==> src/rtl/reg_share_arb_pkg.sv <==
// Shared types, default sizes and the round-robin search helper for reg_share_arb.
`default_nettype none

package reg_share_arb_pkg;

  localparam int DEF_NREQ     = 4;
  localparam int DEF_WIDTH    = 8;
  localparam int DEF_MAX_LOCK = 8;

  // The search always works on the largest supported requester count.
  localparam int MAX_NREQ = 8;
  localparam int PTR_W    = 3;

  typedef enum logic [0:0] {
    ST_IDLE  = 1'b0,
    ST_GRANT = 1'b1
  } state_e;

  typedef struct packed {
    logic             found;
    logic [PTR_W-1:0] idx;
  } rr_pick_t;

  // First set bit of req at or above ptr, wrapping at n.
  function automatic rr_pick_t rr_find_first(input logic [MAX_NREQ-1:0] req,
                                             input logic [PTR_W-1:0]    ptr,
                                             input int unsigned         n);
    rr_pick_t         r;
    logic [PTR_W-1:0] idx;
    r   = '0;
    idx = ptr;
    for (int unsigned i = 0; i < MAX_NREQ; i++) begin
      if (i < n) begin
        if (!r.found && req[idx]) begin
          r.found = 1'b1;
          r.idx   = idx;
        end
        idx = (idx == PTR_W'(n - 1)) ? '0 : idx + 1'b1;
      end
    end
    return r;
  endfunction

endpackage

`default_nettype wire

==> src/rtl/reg_share_arb_shared_reg.sv <==
// WIDTH-bit D flip-flop bank with load enable and synchronous active-low reset.
`default_nettype none

module reg_share_arb_shared_reg #(
  parameter int WIDTH = 8
) (
  input  logic             clk,
  input  logic             rst,
  input  logic             load_i,
  input  logic [WIDTH-1:0] d_i,
  output logic [WIDTH-1:0] q_o
);

  logic [WIDTH-1:0] data_q;

  always_ff @(posedge clk) begin
    if (!rst) begin
      data_q <= '0;
    end else if (load_i) begin
      data_q <= d_i;
    end
  end

  assign q_o = data_q;

endmodule

`default_nettype wire

==> src/rtl/reg_share_arb.sv <==
// Round-robin arbiter and write sequencer for one shared register.
// Optional REG_ARB_LOCK_EN adds a lock port that holds ownership up to MAX_LOCK grants.
`default_nettype none

module reg_share_arb
  import reg_share_arb_pkg::*;
#(
  parameter int NREQ     = DEF_NREQ,
  parameter int WIDTH    = DEF_WIDTH,
  parameter int MAX_LOCK = DEF_MAX_LOCK
) (
  input  logic                    clk,
  input  logic                    rst,
  input  logic [NREQ-1:0]         req_i,
  input  logic [NREQ*WIDTH-1:0]   wdata_i,
`ifdef REG_ARB_LOCK_EN
  input  logic [NREQ-1:0]         lock_i,
`endif
  output logic [NREQ-1:0]         gnt_o,
  output logic [WIDTH-1:0]        q_o,
  output logic [$clog2(NREQ)-1:0] owner_o,
  output logic                    valid_o
);

  localparam int IDXW = $clog2(NREQ);

  state_e             state_q, state_d;
  logic [NREQ-1:0]    gnt_q, gnt_d;
  logic [IDXW-1:0]    win_q, win_d;
  logic [IDXW-1:0]    ptr_q, ptr_d;
  logic [IDXW-1:0]    owner_q;
  logic               valid_q;

  logic [NREQ-1:0]    elig;
  logic [MAX_NREQ-1:0] elig_ext;
  logic [IDXW-1:0]    win_nxt;
  logic [PTR_W-1:0]   base;
  rr_pick_t           pick;
  logic               load;
  logic               hold;
  logic [WIDTH-1:0]   wsel;

`ifdef REG_ARB_LOCK_EN
  localparam int LCW = $clog2(MAX_LOCK + 1);
  logic [LCW-1:0] lcnt_q, lcnt_d;
`endif

  assign win_nxt = (win_q == IDXW'(NREQ - 1)) ? '0 : win_q + 1'b1;

  // The current winner is excluded and the search restarts just above it.
  always_comb begin
    elig     = req_i;
    base     = '0;
    base[IDXW-1:0] = ptr_q;
    load     = 1'b0;
    hold     = 1'b0;
    if (state_q == ST_GRANT) begin
      elig           = req_i & ~gnt_q;
      base[IDXW-1:0] = win_nxt;
      load           = 1'b1;
`ifdef REG_ARB_LOCK_EN
      if (lock_i[win_q] && req_i[win_q] && (lcnt_q < LCW'(MAX_LOCK - 1))) begin
        hold = 1'b1;
      end
`endif
    end
    elig_ext           = '0;
    elig_ext[NREQ-1:0] = elig;
  end

  assign pick = rr_find_first(elig_ext, base, NREQ);

  always_comb begin
    state_d = state_q;
    gnt_d   = '0;
    win_d   = win_q;
    ptr_d   = ptr_q;
`ifdef REG_ARB_LOCK_EN
    lcnt_d  = lcnt_q;
`endif
    if (hold) begin
      state_d = ST_GRANT;
      gnt_d   = gnt_q;
`ifdef REG_ARB_LOCK_EN
      lcnt_d  = lcnt_q + LCW'(1);
`endif
    end else begin
      if (state_q == ST_GRANT) begin
        ptr_d = win_nxt;
      end
`ifdef REG_ARB_LOCK_EN
      lcnt_d = '0;
`endif
      state_d = pick.found ? ST_GRANT : ST_IDLE;
      for (int i = 0; i < NREQ; i++) begin
        if (pick.found && (pick.idx == PTR_W'(i))) begin
          gnt_d[i] = 1'b1;
          win_d    = IDXW'(i);
        end
      end
    end
  end

  always_comb begin
    wsel = '0;
    for (int i = 0; i < NREQ; i++) begin
      if (win_q == IDXW'(i)) begin
        wsel = wdata_i[i*WIDTH +: WIDTH];
      end
    end
  end

  always_ff @(posedge clk) begin
    if (!rst) begin
      state_q <= ST_IDLE;
      gnt_q   <= '0;
      win_q   <= '0;
      ptr_q   <= '0;
      owner_q <= '0;
      valid_q <= 1'b0;
    end else begin
      state_q <= state_d;
      gnt_q   <= gnt_d;
      win_q   <= win_d;
      ptr_q   <= ptr_d;
      if (load) begin
        owner_q <= win_q;
        valid_q <= 1'b1;
      end
    end
  end

`ifdef REG_ARB_LOCK_EN
  always_ff @(posedge clk) begin
    if (!rst) begin
      lcnt_q <= '0;
    end else begin
      lcnt_q <= lcnt_d;
    end
  end
`endif

  reg_share_arb_shared_reg #(
    .WIDTH (WIDTH)
  ) u_shared_reg (
    .clk    (clk),
    .rst    (rst),
    .load_i (load),
    .d_i    (wsel),
    .q_o    (q_o)
  );

  assign gnt_o   = gnt_q;
  assign owner_o = owner_q;
  assign valid_o = valid_q;

endmodule

`default_nettype wire

==> config.mk <==
export PLATFORM = sky130hd
export DESIGN_NAME = reg_share_arb
export DESIGN_NICKNAME = d
export VERILOG_FILES = /design/src/rtl/reg_share_arb_pkg.sv /design/src/rtl/reg_share_arb_shared_reg.sv /design/src/rtl/reg_share_arb.sv
export SDC_FILE = /design/constraint.sdc
export NUM_CORES = 1
export LEC_CHECK = 0
export ABC_AREA = 1
export BUFFER_PORTS_ARGS = -buffer_cell sky130_fd_sc_hd__buf_2
export CAP_MARGIN = 5
export CORE_ASPECT_RATIO = 0.75
export CORE_MARGIN = 1
export CORE_UTILIZATION = 50
export DETAILED_ROUTE_END_ITERATION = 7
export HOLD_SLACK_MARGIN = 0.03
export PLACE_DENSITY = 0.81
export SYNTH_ARGS = -nofsm -noshare
export SYNTH_HDL_FRONTEND = slang
export SYNTH_SLANG_ARGS = --single-unit
==> constraint.sdc <==
create_clock -name clk -period 5.5 [get_ports clk]
set_clock_uncertainty 0.05 [all_clocks]
set_input_delay 0.275 -clock clk [delete_from_list [all_inputs] [get_ports clk]]
set_output_delay 0.275 -clock clk [all_outputs]
set_load 0.01 [all_outputs]
### Word-level counts from Yosys, hierarchy flattened

Cells that the tools add are included.

| word-level totals | value |
|---|---|
| register bits | 20 |
| input port bits | 38 |

| operators by class | value |
|---|---|
| bitwise gates (word level) | 2 |
| mux-type cells | 32 |
| $lt $le $gt $ge | 4 |
| reduce and logical (&&, ||, !) cells | 13 |
| add/sub/neg operators | 4 |
| equality and inequality tests | 9 |

Operators by type and width:

| operator | count |
|---|---|
| 8-bit two-way mux | 4 |
| 4-bit two-way mux | 5 |
| 3-bit by 2-bit == test with 1-bit output, second input constant | 4 |
| 3-bit by 4-bit less-than comparator with 1-bit output, second input constant | 3 |
| 2-bit two-way mux | 6 |
| 1-bit two-way mux | 10 |
| 1-bit binary-select mux with 3-bit select | 3 |
| 3-bit two-way mux | 3 |
| 1-bit logical AND | 7 |
| 3-bit by 1-bit adder with 3-bit output, second input constant | 2 |
| 2-bit == test, second input constant | 3 |
| 4-bit bitwise AND | 1 |
| 2-bit by 4-bit less-than comparator with 1-bit output, second input constant | 1 |
| 4-bit inverter | 1 |
| 4-bit nonzero test | 1 |
| 2-bit by 1-bit adder with 3-bit output, second input constant | 1 |
| 3-bit by 1-bit == test with 1-bit output, second input constant | 1 |
| 1-bit zero test | 3 |
| 3-bit zero test | 1 |
| 2-bit by 1-bit adder with 2-bit output, second input constant | 1 |
| 1-bit binary-select mux with 2-bit select | 1 |
| 2-bit by 1-bit == test with 1-bit output, second input constant | 1 |
| 2-bit zero test | 1 |

### Longest topological paths before layout

| depth | value |
|---|---|
| depth in word-level cells | 21 |
| mapped depth | 16 |
| gate-level depth less buffers | 16 |

### By module

Synthesis repeated with hierarchy kept, for this count alone.

| second synthesis, totals | value |
|---|---|
| cells, all modules | 233 |
| area, all modules | 1375.1 µm² |

By module, submodules not included:

| module | area each (µm²) | times used | cells an instance |
|---|---|---|---|
| reg_share_arb | 1018.5 | 1 | 182 |
| reg_share_arb_shared_reg | 356.6 | 1 | 51 |

### Worst setup path after synthesis

OpenSTA, ideal clock, no wires.

| timing | value |
|---|---|
| path type | register -> register |
| from | register win_q[0] |
| to | register win_q[0] |
| setup time | 0.115 ns |
| setup slack | 3.580 ns |
| required time | 5.335 ns |
| clock period less this slack | 1.920 ns |
| arrival time | 1.755 ns |
| stages on the path, launching flop included | 17 |
| path through | dfxtp_1 -> inv_1 -> ha_1 -> inv_1 -> nand2_1 -> nand2_1 -> nand3_1 -> nand2_1 -> nand2_1 -> nand2_2 -> nand2_1 -> nand2_1 -> nor2_1 -> nand2_1 -> nand2_1 -> nand2_1 -> nand2_1 |

| on the way | value |
|---|---|
| cells in the longest elaborated chain, start to end | 20 |

RTL lines:

| what | RTL line | source |
|---|---|---|
| from (decl) | reg_share_arb.sv:29 | `logic [IDXW-1:0] win_q, win_d;` |
| from (signal assigned) | reg_share_arb.sv:124 | `win_q <= win_d;` |
| 2-bit by 1-bit adder with 2-bit output / 2-bit == test (equally long branches) | reg_share_arb.sv:48 | `assign win_nxt = (win_q == IDXW'(NREQ - 1)) ? '0 : win_q + 1'b1;` |
| 2-bit two-way mux * | reg_share_arb.sv:48 |  |
| 2-bit two-way mux * | -- |  |
| parallel branches: the longest is 11 deep, another holds 2-bit by 1-bit adder with 3-bit output | -- |  |
| 4-bit two-way mux * | reg_share_arb_pkg.sv:34 | `if (!r.found && req[idx]) begin` |
| 3-bit by 1-bit == test with 1-bit output | reg_share_arb.sv:96 | `if (pick.found && (pick.idx == PTR_W'(i))) begin` |
| 1-bit logical AND | reg_share_arb.sv:96 |  |
| 2-bit two-way mux (3 in series) | reg_share_arb.sv:96 |  |

Mark *: on every way between the ends. The select of a mux whose other input is x is not followed.
A chain may end at the register's enable or synchronous reset.

### Worst setup path after layout

| timing | value |
|---|---|
| from | register state_q |
| to | register gnt_q[3], in the netlist gnt_o[3] |

| on the way | value |
|---|---|
| cells in the longest elaborated chain, start to end | 16 |

RTL lines:

| what | RTL line | source |
|---|---|---|
| from (decl) | reg_share_arb.sv:27 | `state_e state_q, state_d;` |
| from (signal assigned) | reg_share_arb.sv:122 | `state_q <= state_d;` |
| parallel branches: the longest is 12 deep, another holds 2-bit by 1-bit adder with 3-bit output | -- |  |
| 4-bit two-way mux * | reg_share_arb_pkg.sv:34 |  |
| 3-bit by 2-bit == test with 1-bit output | reg_share_arb.sv:96 |  |
| 1-bit logical AND * | reg_share_arb.sv:96 |  |
| 1-bit two-way mux * | reg_share_arb.sv:96 |  |
| to (signal assigned) | reg_share_arb.sv:123 | `gnt_q <= gnt_d;` |
| to (decl) | reg_share_arb.sv:28 | `logic [NREQ-1:0] gnt_q, gnt_d;` |

Marked as above.

==> impl_results.rst <==
.. list-table::
   :header-rows: 1

   * - Metric
     - Value
   * - Total count of hold-check failures in the final report
     - 0
   * - Hpwl dp
     - 2550 microns
   * - Final count of pins violating max slew
     - 0
   * - Share of synthesized area occupied by flip-flops and latches
     - 31.6%
   * - Number of buffers created by CTS
     - 3
   * - Count of maximum capacitance violations
     - 0
   * - Pin slew with the least headroom to its limit
     - 0.703 ns
   * - Final worst setup slack
     - 3.13 ns
   * - Cell count of the worst reg-to-reg path
     - 14
   * - Final instance area
     - 1560 sq um
   * - Required time at the worst-slack endpoint
     - 5.70 ns
   * - Critical Path Max Stage Delay
     - 0.79 ns
   * - H-tree level count
     - 1
   * - RePlAce Congestion
     - 0.939
   * - Residual antenna-violating net count after detailed routing
     - 0
   * - Headroom to the max-slew limit
     - 53.1%
   * - Vertical die dimension
     - 45.6 microns
   * - Cell depth of the worst hold path
     - 3
   * - Setup TNS
     - 0 ns
   * - Wire length of the first global-routing pass
     - 5320 microns
   * - Clock power frac
     - 9.3%
   * - Origin of the worst setup path
     - state_q
   * - Pin count of the biggest net entering global routing
     - 24
   * - Critical path's top delay family
     - simple AND/OR/NAND/NOR gates
   * - Number of port buffers
     - 52
   * - Total track usage
     - 25.9%
   * - Via count of the routed design
     - 1435
   * - Maximum fanout count along the critical path
     - 23
   * - Synthesized cell area
     - 1270 sq um
   * - Core area
     - 2350 sq um
   * - Average wire per standard cell
     - 11.5 microns
   * - Total leakage power
     - 0.808 nW
   * - DRC marker count from the first detailed-route iteration
     - 120
   * - Synth Register Bits
     - 20
   * - Drt drc
     - 0
   * - Total wire length
     - 3180 microns
   * - Power Dens Cells
     - 470 nW/um^2
   * - Hold_ws
     - 0.192 ns
   * - CTS tree
     - done
   * - Switching portion of total power
     - 49.3%
   * - Cell seen most often among critical-path stages
     - sky130_fd_sc_hd__nand2_1
   * - Startpoint Class
     - register
   * - Result of the run
     - finished clean
   * - Sequential share of power
     - 30.0%
   * - Maximum VDD drop
     - 281 uV
   * - Postcts setup bufs
     - 0
   * - Antenna cell count
     - 0
   * - Placement Cell Area
     - 1530 sq um
   * - Setup slack at placement
     - 3.19 ns
   * - Startpoint of the lowest-slack hold path
     - rst
   * - Final Power
     - 0.731 mW
   * - I/O pin count
     - 53
   * - YS warnings
     - 0
   * - Arrival time of the worst setup path
     - 2.57 ns
   * - Iteration count of the initial detailed-routing pass
     - 4
   * - Mean number of vias per cell
     - 5.20
   * - # setup viols final
     - 0
   * - Post-route core utilization
     - 66.3%
   * - Max Root-Sink Buffers
     - 2
   * - Initial Util
     - 54.1%
   * - Std cell rows
     - 15
   * - CTS-repair resized insts
     - 0
   * - Type of element capturing the critical path
     - register
   * - Startpoint of the most critical register-to-register path
     - state_q
   * - Crit path cell chain
     - inv_2 > nand2_1 > nand2_1 > nand3_1 > nand2_1 > nand2_1 > nand2_2 > nand2_1 > nand2_1 > nor2_1 > nand2_1 > nand2_1 > nand2_1 > nor2_1
   * - Highest Clock Rate
     - 0.423 GHz
   * - Type of the tightest min-delay check
     - primary input to register
   * - Power share of the combinational group
     - 60.7%
   * - Worst r2r dst
     - gnt_o[3]
   * - Fin crit period
     - 2.37 ns
   * - Setup repair after global routing missed its margin
     - false
   * - Critical path buffers and inverters
     - 1
   * - Placed cell count
     - 273
   * - Number of non-filler instances in the completed layout
     - 276
   * - Post-Syn Nets
     - 236
   * - Worst-skew pair later-pin latency
     - 0.31 ns
   * - Kind of critical path
     - register to register
   * - Die width
     - 60.2 microns
   * - Hold buffer count at CTS
     - 0
   * - Slowest cell on the critical path
     - sky130_fd_sc_hd__dfxtp_1
   * - Cell Int Power
     - 0.371 mW
   * - Per-instance average area after synthesis
     - 6.54 sq um
   * - Number of stages on the worst setup path
     - 14
   * - Final period utilization
     - 43.0%
   * - Area Overhead vs Synth
     - 22.6%
   * - Global route overflow
     - 0
   * - Antenna violations before repair
     - 0
   * - Endpoint of the worst setup timing path
     - gnt_o[3]
   * - Fraction of final layout cells sized beyond drive strength 1
     - 27.7%
   * - Post-synthesis cell count
     - 194
   * - Nets
     - 286
   * - Vias in the first global route
     - 1254
   * - Cell variety after synth
     - 23
   * - Psw
     - 0.361 mW
   * - Clock tree root driver cell
     - sky130_fd_sc_hd__clkbuf_4
   * - Clk pin slew, worst setup/hold paths
     - 0.10 ns
   * - Sinks on the clock net
     - 20
   * - R2r setup slk
     - 3.13 ns
   * - Overall die area
     - 2750 sq um
synthesized netlist by cell type, drive strengths merged:
cell    instances  area share [%]
nand2          70              23
a22oi           8             4.7
o21ai          11             4.3
dfxtp          20              32
nand3          29              12
nor2           13             4.2
clkbuf          4             1.2
inv            14             4.1
or2             1            0.49
a31oi           9             4.4
ha              4             3.9
nand3b          2             1.2
a21oi           4             1.6
nand4           2            0.99
buf             3             1.9
power by group through the flow:
| stage | Clock [mW] | Combinational [mW] | Sequential, mW |
|---|---|---|---|
| after floorplan | 0 | 0.319 | 0.230 |
| after global placement | 0 | 0.437 | 0.223 |
| after detailed placement | 0 | 0.437 | 0.223 |
| after CTS | 0.0696 | 0.439 | 0.220 |
| after global routing | 0.0755 | 0.508 | 0.225 |
| final | 0.0678 | 0.444 | 0.220 |
cells in the final DEF, fill, tap and decap left out:
cell	n
sky130_fd_sc_hd__o21ai_1	1
sky130_fd_sc_hd__nand2_2	3
sky130_fd_sc_hd__nand4_1	2
sky130_fd_sc_hd__inv_2	1
sky130_fd_sc_hd__or2_2	1
sky130_fd_sc_hd__nand2_1	64
sky130_fd_sc_hd__a31oi_1	9
sky130_fd_sc_hd__inv_1	13
sky130_fd_sc_hd__a21oi_1	4
sky130_fd_sc_hd__nand3b_1	2
sky130_fd_sc_hd__nor2_2	2
sky130_fd_sc_hd__nand2_4	3
sky130_fd_sc_hd__ha_1	4
sky130_fd_sc_hd__a22oi_1	8
sky130_fd_sc_hd__nand3_2	2
sky130_fd_sc_hd__dfxtp_1	20
sky130_fd_sc_hd__nor2_1	11
sky130_fd_sc_hd__o21ai_0	10
sky130_fd_sc_hd__nand3_1	27
sky130_fd_sc_hd__clkbuf_4	3
sky130_fd_sc_hd__buf_2	52
metal layers:
layer	track usage (%)	share of wire (%)	vias up
li1	-	-	747
met1	38.6	52	637
met2	38.2	42	49
met3	6.25	6.4	2
met4	3.72	0.13	0
met5	0	0	-
sequential cells by signal, summed over array words and instances, names as in the netlist:
| name | count |
|---|---|
| ptr_q | 2 |
| u_shared_reg.q_o | 8 |
| win_q | 2 |
| owner_o | 2 |
| valid_o | 1 |
| state_q | 1 |
| gnt_o | 4 |
final cells by class:
cell class,count,area (sq um)
clock buffers,3,22.5
fillers,234,791
inverters,14,52.6
multi-input cells,153,777
flip-flops and latches,20,400
well taps,34,42.5
repair buffers,52,260
logic make-up after synthesis:
logic type                 Yosys count  synth area share, %
and+or+nand+nor                    117                 42.2
buffers and inverters               21                 7.20
adders and majority gates            4                 3.94
DFF                                 20                 31.6
AOI/OAI and AO/OA                   32                 15.1
worst min-delay path, cell delays in order:
cell and delay (ns):
sky130_fd_sc_hd__buf_2 0.13, sky130_fd_sc_hd__o21ai_0 0.07, sky130_fd_sc_hd__a21oi_1 0.04
worst min-delay path by stage:
stage | endpoint | slack, ns
4_1_cts | owner_o[1] | 0.19
3_3_place_gp | valid_o | 0.40
5_1_grt | u_shared_reg.q_o[4] | 0.19
2_1_floorplan | owner_o[0] | 0.36
6_report | owner_o[1] | 0.19
3_5_place_dp | valid_o | 0.40
No activity file was read; power rests on OpenSTA's default activity.
